### src/rtl/register_access_controller.sv
// register_access_controller: arbitrated register-bank writeback with a 32-entry busy scoreboard gating operand reads.
// Define RAC_FIXED_PRIORITY_EN to give the M source fixed priority instead of round-robin arbitration.
module register_access_controller (
   input  logic        clk,
   input  logic        reset,
   input  logic        a_valid,
   input  logic [4:0]  a_addr,
   input  logic [31:0] a_data,
   output logic        a_ready,
   input  logic        m_valid,
   input  logic [4:0]  m_addr,
   input  logic [31:0] m_data,
   output logic        m_ready,
   input  logic        rsv_valid,
   input  logic [4:0]  rsv_addr,
   input  logic        rd_req,
   input  logic [4:0]  rd_rs,
   input  logic [4:0]  rd_rt,
   output logic        rd_grant,
   output logic        write_reg,
   output logic [4:0]  RD,
   output logic [31:0] write_data,
   output logic        read_reg,
   output logic [4:0]  RS,
   output logic [4:0]  RT,
   output logic [5:0]  busy_count,
   output logic        err_unreserved
);
   logic        gnt_m, acc, wr_en;
   logic [4:0]  waddr;
   logic [31:0] wdata;
   logic [31:0] busy_q, busy_d, set_m, clr_m;
   logic        write_reg_q, read_reg_q, err_q;
   logic [4:0]  rd_q, rs_q, rt_q;
   logic [31:0] write_data_q;
   logic [5:0]  cnt;

`ifdef RAC_FIXED_PRIORITY_EN
   assign gnt_m = m_valid;
`else
   logic ptr_q;
   // ptr_q high means M wins the next conflict
   assign gnt_m = m_valid & (~a_valid | ptr_q);
   always_ff @(posedge clk)
      if (reset) ptr_q <= 1'b1;
      else if (acc) ptr_q <= ~m_ready;
`endif

   assign m_ready  = ~reset & gnt_m;
   assign a_ready  = ~reset & a_valid & ~gnt_m;
   assign acc      = a_ready | m_ready;
   assign waddr    = m_ready ? m_addr : a_addr;
   assign wdata    = m_ready ? m_data : a_data;
   assign wr_en    = acc & (|waddr);
   assign rd_grant = ~reset & rd_req & ~busy_q[rd_rs] & ~busy_q[rd_rt];

   // reserve is applied after clear so a same-cycle reserve wins
   assign set_m  = (rsv_valid && rsv_addr != 5'd0) ? (32'd1 << rsv_addr) : 32'd0;
   assign clr_m  = wr_en ? (32'd1 << waddr) : 32'd0;
   assign busy_d = (busy_q & ~clr_m) | set_m;

   always_ff @(posedge clk)
      if (reset) begin
         busy_q       <= '0;
         err_q        <= 1'b0;
         write_reg_q  <= 1'b0;
         rd_q         <= '0;
         write_data_q <= '0;
         read_reg_q   <= 1'b0;
         rs_q         <= '0;
         rt_q         <= '0;
      end else begin
         busy_q      <= busy_d;
         err_q       <= err_q | (wr_en & ~busy_q[waddr]);
         write_reg_q <= wr_en;
         read_reg_q  <= rd_grant;
         if (acc) begin
            rd_q         <= waddr;
            write_data_q <= wdata;
         end
         if (rd_grant) begin
            rs_q <= rd_rs;
            rt_q <= rd_rt;
         end
      end

   always_comb begin
      cnt = '0;
      for (int i = 0; i < 32; i++) cnt = cnt + 6'(busy_q[i]);
   end

   assign busy_count     = cnt;
   assign err_unreserved = err_q;
   assign write_reg      = write_reg_q;
   assign RD             = rd_q;
   assign write_data     = write_data_q;
   assign read_reg       = read_reg_q;
   assign RS             = rs_q;
   assign RT             = rt_q;
endmodule

### config.mk
export PLATFORM = sky130hd
export DESIGN_NAME = register_access_controller
export DESIGN_NICKNAME = d
export VERILOG_FILES = /design/src/rtl/register_access_controller.sv
export SDC_FILE = /design/constraint.sdc
export NUM_CORES = 1
export LEC_CHECK = 0
export CORE_UTILIZATION = 30
export CTS_BUF_LIST = sky130_fd_sc_hd__clkbuf_16
export DETAILED_ROUTE_END_ITERATION = 6
export PLACE_DENSITY_LB_ADDON = 0.05
export SLEW_MARGIN = 20
export SYNTH_ARGS = -nofsm -noshare
export SYNTH_HDL_FRONTEND = slang
export SYNTH_SLANG_ARGS = --single-unit
### constraint.sdc
create_clock -name clk -period 5.1 [get_ports clk]
set_clock_uncertainty 0.05 [all_clocks]
set_input_delay 1.02 -clock clk [delete_from_list [all_inputs] [get_ports clk]]
set_output_delay 1.02 -clock clk [all_outputs]
set_load 0.005 [all_outputs]
Yosys cells after proc, flatten, opt, wreduce, memory -nomap -nowiden --
Index checks and enable logic that the tools add are counted.
Word-level totals: output and inout bits 59, bits in registers 83, word-level logic and storage cells 80, input bits 95
Operators by class: reduce and logical (&&, ||, !) cells 3, bitwise gates (word level) 22, shift operators 2, add/subtract/negate cells 31, muxes and demuxes 10, order comparisons 3
Operators with widths (count):
- $add A6 B1 Y6 | 26
- $mux W32 | 3
- $shl A1 B5 Y32 const A | 2
- $and A32 B32 Y32 | 1
- $not A32 Y32 | 1
- $or A32 B32 Y32 | 1
- $lt A5 B6 Y1 const B | 3
- $bmux W1 S5 | 3
- $and A1 B1 Y1 | 9
- $not A1 Y1 | 7
- $add A5 B1 Y6 | 1
- $add A4 B1 Y5 | 1
- $mux W5 | 1
- $reduce_bool A5 Y1 | 1
- $reduce_or A5 Y1 | 1
- $add A3 B1 Y4 | 1
- $add A2 B1 Y3 | 1
- $mux W1 | 3
- $or A1 B1 Y1 | 3
- $add A1 B1 Y2 | 1
- $logic_and A1 B1 Y1 | 1

Logic depth before layout (Yosys ltp) --
word-level depth 31, depth in mapped cells 17, mapped depth without buffers 17

Least setup slack after synthesis --
Ideal clock, no wire load.
path kind register to output, start register busy_q[11], end output busy_count[4], data required time 4.030 ns, path buffers 0, path slack -0.347 ns, arrival 4.377 ns, cell stages (with the launch flop) 18, cells stage by stage dfxtp_1 > inv_1 > fa_1 > inv_1 > fa_1 > fa_1 > fa_1 > fa_1 > inv_1 > fa_1 > inv_1 > ha_1 > inv_1 > fa_1 > inv_1 > a21o_1 > a21oi_1 > xnor2_1
Between the ends: word-level cells in the longest chain between the ends 21
RTL lines:
- start, declared | RTL line 32 | logic [31:0] busy_q, busy_d, set_m, clr_m;
- start signal, assigned | RTL line 73 | busy_q <= busy_d;
- $add A6 B1 Y6 (21 in a row) | RTL line 89 | for (int i = 0; i < 32; i++) cnt = cnt + 6'(busy_q[i]);
- end, declared | RTL line 26 | output logic [5:0] busy_count,
Every way passes these cells.

Worst setup path in the final report --
start register busy_q[1], end output busy_count[4]
Between the ends: word-level cells in the longest chain between the ends 31
RTL lines (RTL line):
- $add A1 B1 Y2 | 89
- $add A2 B1 Y3 | 89
- $add A3 B1 Y4 | 89
- $add A4 B1 Y5 | 89
- $add A5 B1 Y6 | 89
- $add A6 B1 Y6 (26 in a row) | 89
Every way passes these cells.

==> impl.org <==
** Global routing
- Initial antenna violation count :: 0
- The number of global-route vias before repair was between 4000 and 5000.
- Overall track demand over capacity in global routing :: 0.205
- Maximum number of pins on one net before global-route repair :: 42
- Wire length of the first global-routing pass :: around 26000 um
- Sum of overflow across all layers after global routing :: 0

** CTS
- After clock tree synthesis, the clock-pin slew on the worst setup and hold paths is around 0.06 ns.
- Clock buffers created by TritonCTS :: 9
- Clock tree from TritonCTS :: done
- Clock tree root buffer cell :: sky130_fd_sc_hd__clkbuf_16
- Hold repair after CTS inserted 0 buffers.
- The clock passes through at most 2 buffers.
- Source-to-sink clock delay at the later pin of the worst-skew pair :: approximately 0.35 ns
- TritonCTS sink count :: between 80 and 90
- In this run the number of H-tree levels came out at 3.

** Setup path
- Worst EP arrival :: 4.80 ns
- Data on the critical path is required at its endpoint by ~4 ns.
- STA classifies the critical path endpoint as an output port.
- Of all nets on the critical path, the largest fanout is 2.
- Critical setup path kind :: register to output port
- The worst setup path is launched from a register.

** Layout
- In the final layout, the multi-input gates occupy slightly above 3000 um^2.
- The repair_antennas step left the layout with diodes totalling 0.
- Most frequent cells in the layout :: sky130_fd_sc_hd__clkdlybuf4s50_1, sky130_fd_sc_hd__nand2_1, sky130_fd_sc_hd__dfxtp_1, sky130_fd_sc_hd__a21oi_1
- Summing all flip-flop and latch instances after layout gives 1670 um^2.
- Layout cells sized above 1 :: 0.146
- Fill cells in the final layout number 1597.
- Area delta synth->final :: 47.4%
- The library cell used most frequently in the layout, excluding fill and tap cells, is sky130_fd_sc_hd__clkdlybuf4s50_1.
- For this run, the post-layout net count is about 900.

** Die
- roughly 150 I/O pins were placed.
- The initial utilization of the core area, before any placement, comes to 0.309.
- The floorplan step set the die width to ~130 um.
- The floorplan has 46 rows.
- The floorplan step defined a die boundary enclosing 17000 um^2.
- Placeable core area :: 16000 um^2
- Vertical extent of the die :: ~130 um

** Synth
- Counting every instance in the synthesized netlist gives between 500 and 600.
- Primary flip-flop cell chosen by synthesis mapping :: sky130_fd_sc_hd__dfxtp_1
- Of the synthesized area, sequential elements account for 0.336.
- The netlist uses 46 different library cells.
- In this run the mean area of a mapped cell was between 8 and 9 um^2.
- Net Count, Synth :: about 700
- Fraction of registers with async set or reset after synthesis :: 0
- The Yosys step of the flow raised 0 warnings.
- The synthesized design contains 83 register bits.
- Mapped Area :: between 4000 and 5000 um^2
- The synthesized design contains 0 enable-type register cells.

** Timing
- Based on the critical path, the design can be clocked at up to roughly 170 MHz.
- Setup repair after global routing could not meet its margin everywhere.
- Of the available clock period, the critical path in the final layout requires 1.15.
- Hold Vio Cnt, Final :: 0
- In the post-route analysis, the smallest setup slack over all paths is -0.769 ns.
- Pins Over Slew Limit :: 0
- Final setup violation count :: 6
- For the pin with the worst max-slew slack, the measured transition is between 0.9 and 1 ns.
- Counting I/O delays and the setup requirement, the final critical path takes 5.87 ns.
- Slew Limit Headroom :: 0.354

** Drt
- Violation count after the first detailed-route iteration :: between 200 and 300
- Vias per Instance :: between 5 and 6
- Vias :: 5028
- Number of detailed-routing iterations run before antenna repair :: 5
- The detail route stage leaves a number of antenna-violating nets equal to 0.
- Total wire length after detailed routing :: roughly 17000 um
- In the final routed layout, each cell accounts on average for 17.5 um.
- In the routed design, unresolved DRC markers number 0.

** Placed design
- Count of buffers from port buffering :: between 150 and 200
- RePlAce Congestion :: 0.941
- Hpwl dp :: ~13000 um
- Before CTS, the worst setup slack after placement is -0.881 ns.

** Flow run
- The tool flagged a number of max-cap violations equal to 0.

** Outcome
- The flow ran to the end, but the final reports show violations.
- Violations in the final reports :: negative setup slack

** Min path
- Hold crit path type :: register to register

** Power
- Overall power consumption after layout is estimated at between 1.5 and 2 mW.
- VDD sags by at most 0.152 mV.
- In this run the power density over the cells is roughly 240 nW/um^2.
- In this run the static leakage power is between 2 and 3 nW.
[cell usage after synthesis (2+ instances only)]
library cell | instances | share of area
sky130_fd_sc_hd__o22ai_1 | 20 | 0.025
sky130_fd_sc_hd__a211oi_1 | 7 | 0.011
sky130_fd_sc_hd__nand3_1 | 11 | 0.011
sky130_fd_sc_hd__mux2_2 | 3 | 0.0068
sky130_fd_sc_hd__a21o_1 | 3 | 0.0046
sky130_fd_sc_hd__ha_1 | 7 | 0.018
sky130_fd_sc_hd__xnor2_1 | 3 | 0.0053
sky130_fd_sc_hd__buf_2 | 4 | 0.0041
sky130_fd_sc_hd__inv_1 | 35 | 0.027
sky130_fd_sc_hd__dfxtp_1 | 83 | 0.34
sky130_fd_sc_hd__mux4_2 | 20 | 0.091
sky130_fd_sc_hd__o2111ai_1 | 2 | 0.0035
sky130_fd_sc_hd__fa_1 | 24 | 0.097
sky130_fd_sc_hd__a311oi_1 | 14 | 0.025
sky130_fd_sc_hd__and3b_1 | 3 | 0.0053
sky130_fd_sc_hd__buf_1 | 4 | 0.0030
sky130_fd_sc_hd__nor3_1 | 21 | 0.021
sky130_fd_sc_hd__a221o_1 | 4 | 0.0081
sky130_fd_sc_hd__nand2_1 | 95 | 0.072
sky130_fd_sc_hd__nor3b_1 | 4 | 0.0061
sky130_fd_sc_hd__and3_1 | 3 | 0.0038
sky130_fd_sc_hd__nand2b_1 | 9 | 0.011
sky130_fd_sc_hd__nor2_1 | 44 | 0.033
sky130_fd_sc_hd__inv_2 | 2 | 0.0015
sky130_fd_sc_hd__o21a_1 | 3 | 0.0046
sky130_fd_sc_hd__a21oi_1 | 49 | 0.050
sky130_fd_sc_hd__a31oi_1 | 3 | 0.0038
sky130_fd_sc_hd__a22oi_1 | 2 | 0.0030
sky130_fd_sc_hd__nor2b_1 | 4 | 0.0051
sky130_fd_sc_hd__clkbuf_1 | 23 | 0.017
sky130_fd_sc_hd__a21boi_0 | 2 | 0.0030
sky130_fd_sc_hd__o211ai_1 | 5 | 0.0076
sky130_fd_sc_hd__mux2i_1 | 6 | 0.012
sky130_fd_sc_hd__o21ai_0 | 44 | 0.045
[kinds of logic (layout without fill, tap and decap cells)]
logic type      after synthesis  in the layout  synth area share
simple gates                201            201             0.180
compound gates              162            162             0.199
flops                        83             83             0.336
buf+inv                      69            251            0.0542
fa+ha+maj                    31             31             0.115
mux                          29             29             0.110
xor+xnor                      3              3           0.00532
[per-stage QoR]
step	hold slack, ns	instances	area (um^2)	setup TNS, ns	utilization
global placement	0.395	959	6950	-3.89	0.434
global route	0.424	976	7280	-4.40	0.455
finish	0.405	976	7280	-3.59	0.455
CTS	0.408	975	7260	-4.08	0.454
floorplan	0.391	578	4950	-0.562	-
detailed placement	0.400	959	6950	-4.16	0.434
[what timing repair did]
item | 4_1_cts | 5_1_grt
setup endpoints to repair | 6 | 6
resized for setup | 36 | 3
buffers inserted | 1 | 1
pin swaps | 8 | 10
[final timing paths]
kind	end	start	slack, ns	depth (start not counted)
setup / recovery	busy_count[4]	busy_q[1]	-0.77	18
hold / removal	busy_q[0]	busy_q[0]	0.40	2
setup reg to reg	busy_q[19]	ptr_q	2.12	7
hold reg to reg	busy_q[0]	busy_q[0]	0.40	2
[cell type report]
type | instances | area share
multi-input cells | 426 | 0.418
clock inverters | 6 | 0.0112
flip-flops and latches | 83 | 0.229
inverters | 37 | 0.0191
repair buffers | 199 | 0.255
clock buffers | 9 | 0.0309
well taps | 216 | 0.0371
[power by group]
part	switching (mW)	total [mW]	internal, mW
clock network	0.264	0.686	0.422
registers	0.0200	0.704	0.684
logic	0.167	0.365	0.199
[critical path, cell delays in order (launching register included)]
cell	delay, ns
sky130_fd_sc_hd__dfxtp_2	0.34
sky130_fd_sc_hd__inv_2	0.05
sky130_fd_sc_hd__fa_1	0.54
sky130_fd_sc_hd__inv_1	0.05
sky130_fd_sc_hd__fa_1	0.46
sky130_fd_sc_hd__fa_1	0.55
sky130_fd_sc_hd__fa_1	0.43
sky130_fd_sc_hd__fa_1	0.49
sky130_fd_sc_hd__inv_1	0.05
sky130_fd_sc_hd__fa_1	0.44
sky130_fd_sc_hd__inv_2	0.08
sky130_fd_sc_hd__ha_4	0.13
sky130_fd_sc_hd__inv_2	0.04
sky130_fd_sc_hd__fa_2	0.34
sky130_fd_sc_hd__inv_1	0.06
sky130_fd_sc_hd__a21o_1	0.11
sky130_fd_sc_hd__a21oi_2	0.05
sky130_fd_sc_hd__xnor2_1	0.12
sky130_fd_sc_hd__buf_2	0.12
[layer usage]
metal,track usage,wire [um],up-vias
met2,0.327,7880,197
met3,0.0525,1320,30
li1,-,-,2416
met5,0,0,-
met4,0.0757,385,0
met1,0.266,7480,2385
Power figures use the tool's default switching activity.
